[src/rtl/nes_bus_pkg.sv]
// Shared CPU-bus constants and helpers for the 2A03 joypad register block.
// Latency: n/a (package). Backpressure: n/a.
// Address/rw encodings, pulse state encoding, read-byte formatting.
package nes_bus_pkg;

    localparam logic [15:0] ADDR_JOY1 = 16'h4016;
    localparam logic [15:0] ADDR_JOY2 = 16'h4017;
    localparam logic        RW_READ   = 1'b1;
    localparam logic        RW_WRITE  = 1'b0;

    typedef enum logic {
        PULSE_IDLE = 1'b0,
        PULSE_LOW  = 1'b1
    } pulse_state_t;

    // Only bits 7:5 of the open-bus value survive; bit 0 carries the button.
    function automatic logic [7:0] joy_read_byte(input logic [7:0] open_bus, input logic btn);
        return {open_bus[7:5], 4'b0000, btn};
    endfunction

endpackage

[src/rtl/ctrl_clk_pulse.sv]
// One controller port: ndata synchronizer plus the active-low serial clock pulse.
// Latency: data_bit is 2 cycles behind ndata; nclk falls on the edge after read_hit.
// Backpressure: none; a hit during a pulse reloads the counter and stretches it.
module ctrl_clk_pulse
    import nes_bus_pkg::*;
#(
    parameter int unsigned CLK_LOW_CYCLES = 6
) (
    input  logic clock,
    input  logic reset,
    input  logic read_hit,
    input  logic ndata,
    output logic nclk,
    output logic data_bit
);

    localparam logic [3:0] RELOAD = 4'(CLK_LOW_CYCLES - 1);

    logic         ndata_meta;
    logic         ndata_sync;
    logic [3:0]   count;
    pulse_state_t state;

    always_ff @(posedge clock) begin
        if (reset) begin
            ndata_meta <= 1'b1;
            ndata_sync <= 1'b1;
        end else begin
            ndata_meta <= ndata;
            ndata_sync <= ndata_meta;
        end
    end

    assign data_bit = ~ndata_sync;

    // The rising edge of nclk is the controller's shift; a reload never adds one.
    always_ff @(posedge clock) begin
        if (reset) begin
            state <= PULSE_IDLE;
            nclk  <= 1'b1;
            count <= 4'd0;
        end else if (read_hit) begin
            state <= PULSE_LOW;
            nclk  <= 1'b0;
            count <= RELOAD;
        end else begin
            case (state)
                PULSE_LOW: begin
                    if (count == 4'd0) begin
                        state <= PULSE_IDLE;
                        nclk  <= 1'b1;
                    end else begin
                        count <= count - 4'd1;
                    end
                end
                default: begin
                    nclk <= 1'b1;
                end
            endcase
        end
    end

endmodule

[src/rtl/nes_controller_port.sv]
// CPU-bus responder for the $4016/$4017 joypad registers (strobe, read data, serial clocks).
// Latency: 1 cycle from a read hit to data_out/data_oe; strobe updates 1 cycle after the write.
// Backpressure: none; every qualified bus cycle is serviced, back-to-back included.
module nes_controller_port
    import nes_bus_pkg::*;
#(
    parameter int unsigned CLK_LOW_CYCLES = 6,
    parameter logic [7:0]  OPEN_BUS       = 8'h40
) (
    input  logic        clock,
    input  logic        reset,
    input  logic        cyc_en,
    input  logic [15:0] addr,
    input  logic        rw,
    input  logic [7:0]  data_in,
    output logic [7:0]  data_out,
    output logic        data_oe,
    output logic        out_latch,
    output logic        nclk1,
    output logic        nclk2,
    input  logic        ndata1,
    input  logic        ndata2
);

    logic write_hit;
    logic read_hit1;
    logic read_hit2;
    logic bit1;
    logic bit2;
    logic unused_data_in;

    // $4017 writes belong to the APU frame counter and are deliberately not decoded.
    assign write_hit = cyc_en && (rw == RW_WRITE) && (addr == ADDR_JOY1);
    assign read_hit1 = cyc_en && (rw == RW_READ)  && (addr == ADDR_JOY1);
    assign read_hit2 = cyc_en && (rw == RW_READ)  && (addr == ADDR_JOY2);
    assign unused_data_in = ^data_in[7:1];

    ctrl_clk_pulse #(
        .CLK_LOW_CYCLES(CLK_LOW_CYCLES)
    ) u_port1 (
        .clock    (clock),
        .reset    (reset),
        .read_hit (read_hit1),
        .ndata    (ndata1),
        .nclk     (nclk1),
        .data_bit (bit1)
    );

    ctrl_clk_pulse #(
        .CLK_LOW_CYCLES(CLK_LOW_CYCLES)
    ) u_port2 (
        .clock    (clock),
        .reset    (reset),
        .read_hit (read_hit2),
        .ndata    (ndata2),
        .nclk     (nclk2),
        .data_bit (bit2)
    );

    // Read data reflects the bit present before this read's own shift pulse.
    always_ff @(posedge clock) begin
        if (reset) begin
            data_out  <= 8'h00;
            data_oe   <= 1'b0;
            out_latch <= 1'b0;
        end else begin
            data_oe <= read_hit1 || read_hit2;
            if (write_hit) begin
                out_latch <= data_in[0];
            end
            if (read_hit1) begin
                data_out <= joy_read_byte(OPEN_BUS, bit1);
            end else if (read_hit2) begin
                data_out <= joy_read_byte(OPEN_BUS, bit2);
            end
        end
    end

endmodule

[config.mk]
export PLATFORM = sky130hd
export DESIGN_NAME = nes_controller_port
export DESIGN_NICKNAME = d
export VERILOG_FILES = /design/src/rtl/nes_bus_pkg.sv /design/src/rtl/ctrl_clk_pulse.sv /design/src/rtl/nes_controller_port.sv
export SDC_FILE = /design/constraint.sdc
export NUM_CORES = 1
export LEC_CHECK = 0
export ABC_AREA = 1
export ABC_CLOCK_PERIOD_IN_PS = 1610
export CAP_MARGIN = 20
export CORE_ASPECT_RATIO = 0.6
export CORE_UTILIZATION = 35
export CTS_CLUSTER_SIZE = 30
export DETAILED_ROUTE_END_ITERATION = 10
export PLACE_DENSITY = 0.67
export SYNTH_ARGS = -nofsm -noshare
export SYNTH_HDL_FRONTEND = slang
export SYNTH_SLANG_ARGS = --single-unit
[constraint.sdc]
create_clock -name clock -period 1.61 [get_ports clock]
set_input_delay 0.161 -clock clock [delete_from_list [all_inputs] [get_ports clock]]
set_output_delay 0.161 -clock clock [all_outputs]
set_load 0.005 [all_outputs]
==> impl_metrics.yaml <==
sta:
  skew_ns: 0.00172
  rsz0062_at_grt: "false"
  fmax_mhz: 773
  setup_viol_count_final: 0
  layout_min_cycle_time_ns: 1.29
  fin_setup_tns_ns: 0
  final.period_utilization_pct: 80.3
  slew_viol_final: 0
  hold_viol: 0
power:
  p_sw_uw: 209
  clkPwrFrac_pct: 39.2
  switching_share_pct: 21.2
  power_frac_comb_pct: 10.1
  p_total_uw: 984
  seqPwrFrac_pct: 50.8
  peakVddDrop_mv: 0.316
  p_int_uw: 776
  p_leak_nw: 0.605
  powerDensity_mw_per_mm2: 688
clock_tree:
  cts_tree: "built"
  cts-resized-gates: 0
  cts.clk_slew.worst_paths_ns: 0.07
  cts.sinks: 20
  clock_path_buffers: 2
  clock-root-buffer: "clkbuf_8"
  cts.hold.buffers_added: 0
  clk_latency_ns: 0.26
  cts_made_buffers: 3
  htreeDepth: 1
  post-cts-setup-buffer-count: 0
die:
  initial_core_util_pct: 36.9
  io_pins: 42
  fp.dieW_um: 73.3
  die_height_um: 44.8
  fp.coreArea_mm2: 0.00289
  placementRows: 15
  die_area_mm2: 0.00328
synth:
  synth_area_mm2: 0.00107
  yosysUniqueCellTypes: 23
  postSynthCellCount: 143
  synth_top_cell_by_area: "dfxtp_1"
  netlist_top_cells_area: "dfxtp_1 38%, nand2_1 8.8%, inv_1 6.7%, nor2_2 6.5%, nand3_1 5.2%"
  synth_top_area_share_pct: 37.6
  avgSynthCellArea_um2: 7.45
  yosysWarnings: 0
  synth-edff-count: 0
  synth_commonest_cells: "25 x nand2_1, 20 x dfxtp_1, 19 x inv_1"
  yosysSeqAreaShare_pct: 37.6
  synthMostInstantiatedCell: "nand2_1"
  async_flop_share_pct: 0
  ys_ff_latch: 20
  synth_ff_type: "dfxtp_1"
hold_path:
  min-delay-start: "u_port1.ndata_meta"
  min_path_type: "reg2reg"
  hold-path-cell-count: 1
  min_delay_worst_endpoint: "u_port1.ndata_sync"
global_routing:
  grt_usage_pct: 16.3
  antenna_found_initial: 0
  grt_overflow: 0
  grt_pass1_vias: 875
  grt_pass1_wl_mm: 3.95
  grt_max_degree: 12
placed_design:
  portBuffers: 28
  placed_cell_area_mm2: 0.00138
  hpwl_mm: 1.84
  gp_congestion: 0.759
worst_setup_path:
  end_kind: "flop"
  reg2reg_slack_ns: 0.32
  r2r_cells: 9
  crit_fanout: 6
  r2r_end: "u_port1.count[2]"
  cp_data_arrival_time_ns: 1.46
  critPathLaunchType: "flop"
  cp.required_ns: 1.77
  r2r-start: "u_port1.count[0]"
  crit_type: "reg2reg"
outcome:
  status: "finished, final reports clean"
route:
  firstDrtPassIters: 4
  dr_total_vias: 923
  routed_wirelength_mm: 2.22
  drc: 0
  via_per_inst: 4.27
  wl_per_cell_um: 10.3
  ant_nets: 0
  drtIter0Drc: 53
cells_and_area:
  top_regs: "u_port1.count (4), u_port2.count (4), data_out (2)"
  final_cell_area_mm2: 0.00143
  area_growth_pct: 34.3
  postLayoutCoreUtil_pct: 49.5
  nets: 209
  layout-drive-gt1-share_pct: 19.0
  diodes: 0
run:
  maxCapViolations: 0
## area by class of cell
type,instances,area [µm²]
clock buffer,4,55.1
fill,288,1460
inverter,23,86.3
multi-input combinational,98,549
sequential,20,400
tap,42,52.6
timing repair buffer,29,288
## power by group through the flow
stage | logic, mW | clock network (mW) | registers (mW)
6_report | 0.0993 | 0.385 | 0.500
3_3_place_gp | 0.0974 | 0 | 0.511
4_1_cts | 0.0993 | 0.403 | 0.500
2_1_floorplan | 0.0438 | 0 | 0.511
5_1_grt | 0.110 | 0.431 | 0.500
3_5_place_dp | 0.0991 | 0 | 0.511
## through the flow
stage | instances | setup WS (ns) | hold WS (ns)
finish | 216 | 0.317 | 0.410
global route | 216 | 0.126 | 0.437
CTS | 216 | 0.290 | 0.410
detailed placement | 212 | 0.122 | 0.393
global placement | 212 | 0.142 | 0.392
floorplan | 148 | 0.431 | 0.265
## worst max-delay path by stage
stage	to	depth (start not counted)	slack (ns)	start
final	u_port1.count[2]	9	0.32	u_port1.count[0]
after global routing	u_port1.count[2]	9	0.13	u_port1.count[0]
after CTS	data_out[6]	1	0.29	data_out[6]
after detailed placement	data_out[0]	8	0.12	addr[1]
after global placement	data_out[0]	9	0.14	addr[9]
after floorplan	u_port2.count[2]	9	0.43	u_port2.count[0]
## critical path: stages (launching register included)
cell	delay [ns]
dfxtp_1	0.32
inv_1	0.11
ha_1	0.17
nand2_2	0.07
o21ai_4	0.20
inv_2	0.09
nand3_1	0.07
nand3_1	0.07
nand2_1	0.06
inv_1	0.04
## cells by family (layout without fill, tap and decap cells)
kind of cell / count (synthesis) / count (layout) / synth area share [%]
xor+xnor: 1 / 1 / 0.822
simple gates: 75 / 75 / 36.0
compound gates: 12 / 12 / 7.86
buf+inv: 30 / 56 / 12.7
other cells: 1 / 6 / 0.352
flops: 20 / 20 / 37.6
fa+ha+maj: 4 / 4 / 4.70
## layout by cell type, fill, tap and decap left out, drive strengths merged
cell / n
clkdlybuf4s50: 28
buf: 1
ha: 4
nand4: 4
nand3: 14
a21oi: 6
a31oi: 1
o21ai: 5
clkinv: 1
conb: 6
xor2: 1
nand2: 29
dfxtp: 20
or2: 6
inv: 22
clkbuf: 4
nor2: 22
## metal layers
metal / wire length (µm) / GRT usage (%)
met1: 1150 / 21.8
met2: 975 / 26.5
met3: 96 / 4.02
met4: 0 / 4.71
met5: 0 / 0
Power figures use the tool's default switching activity.
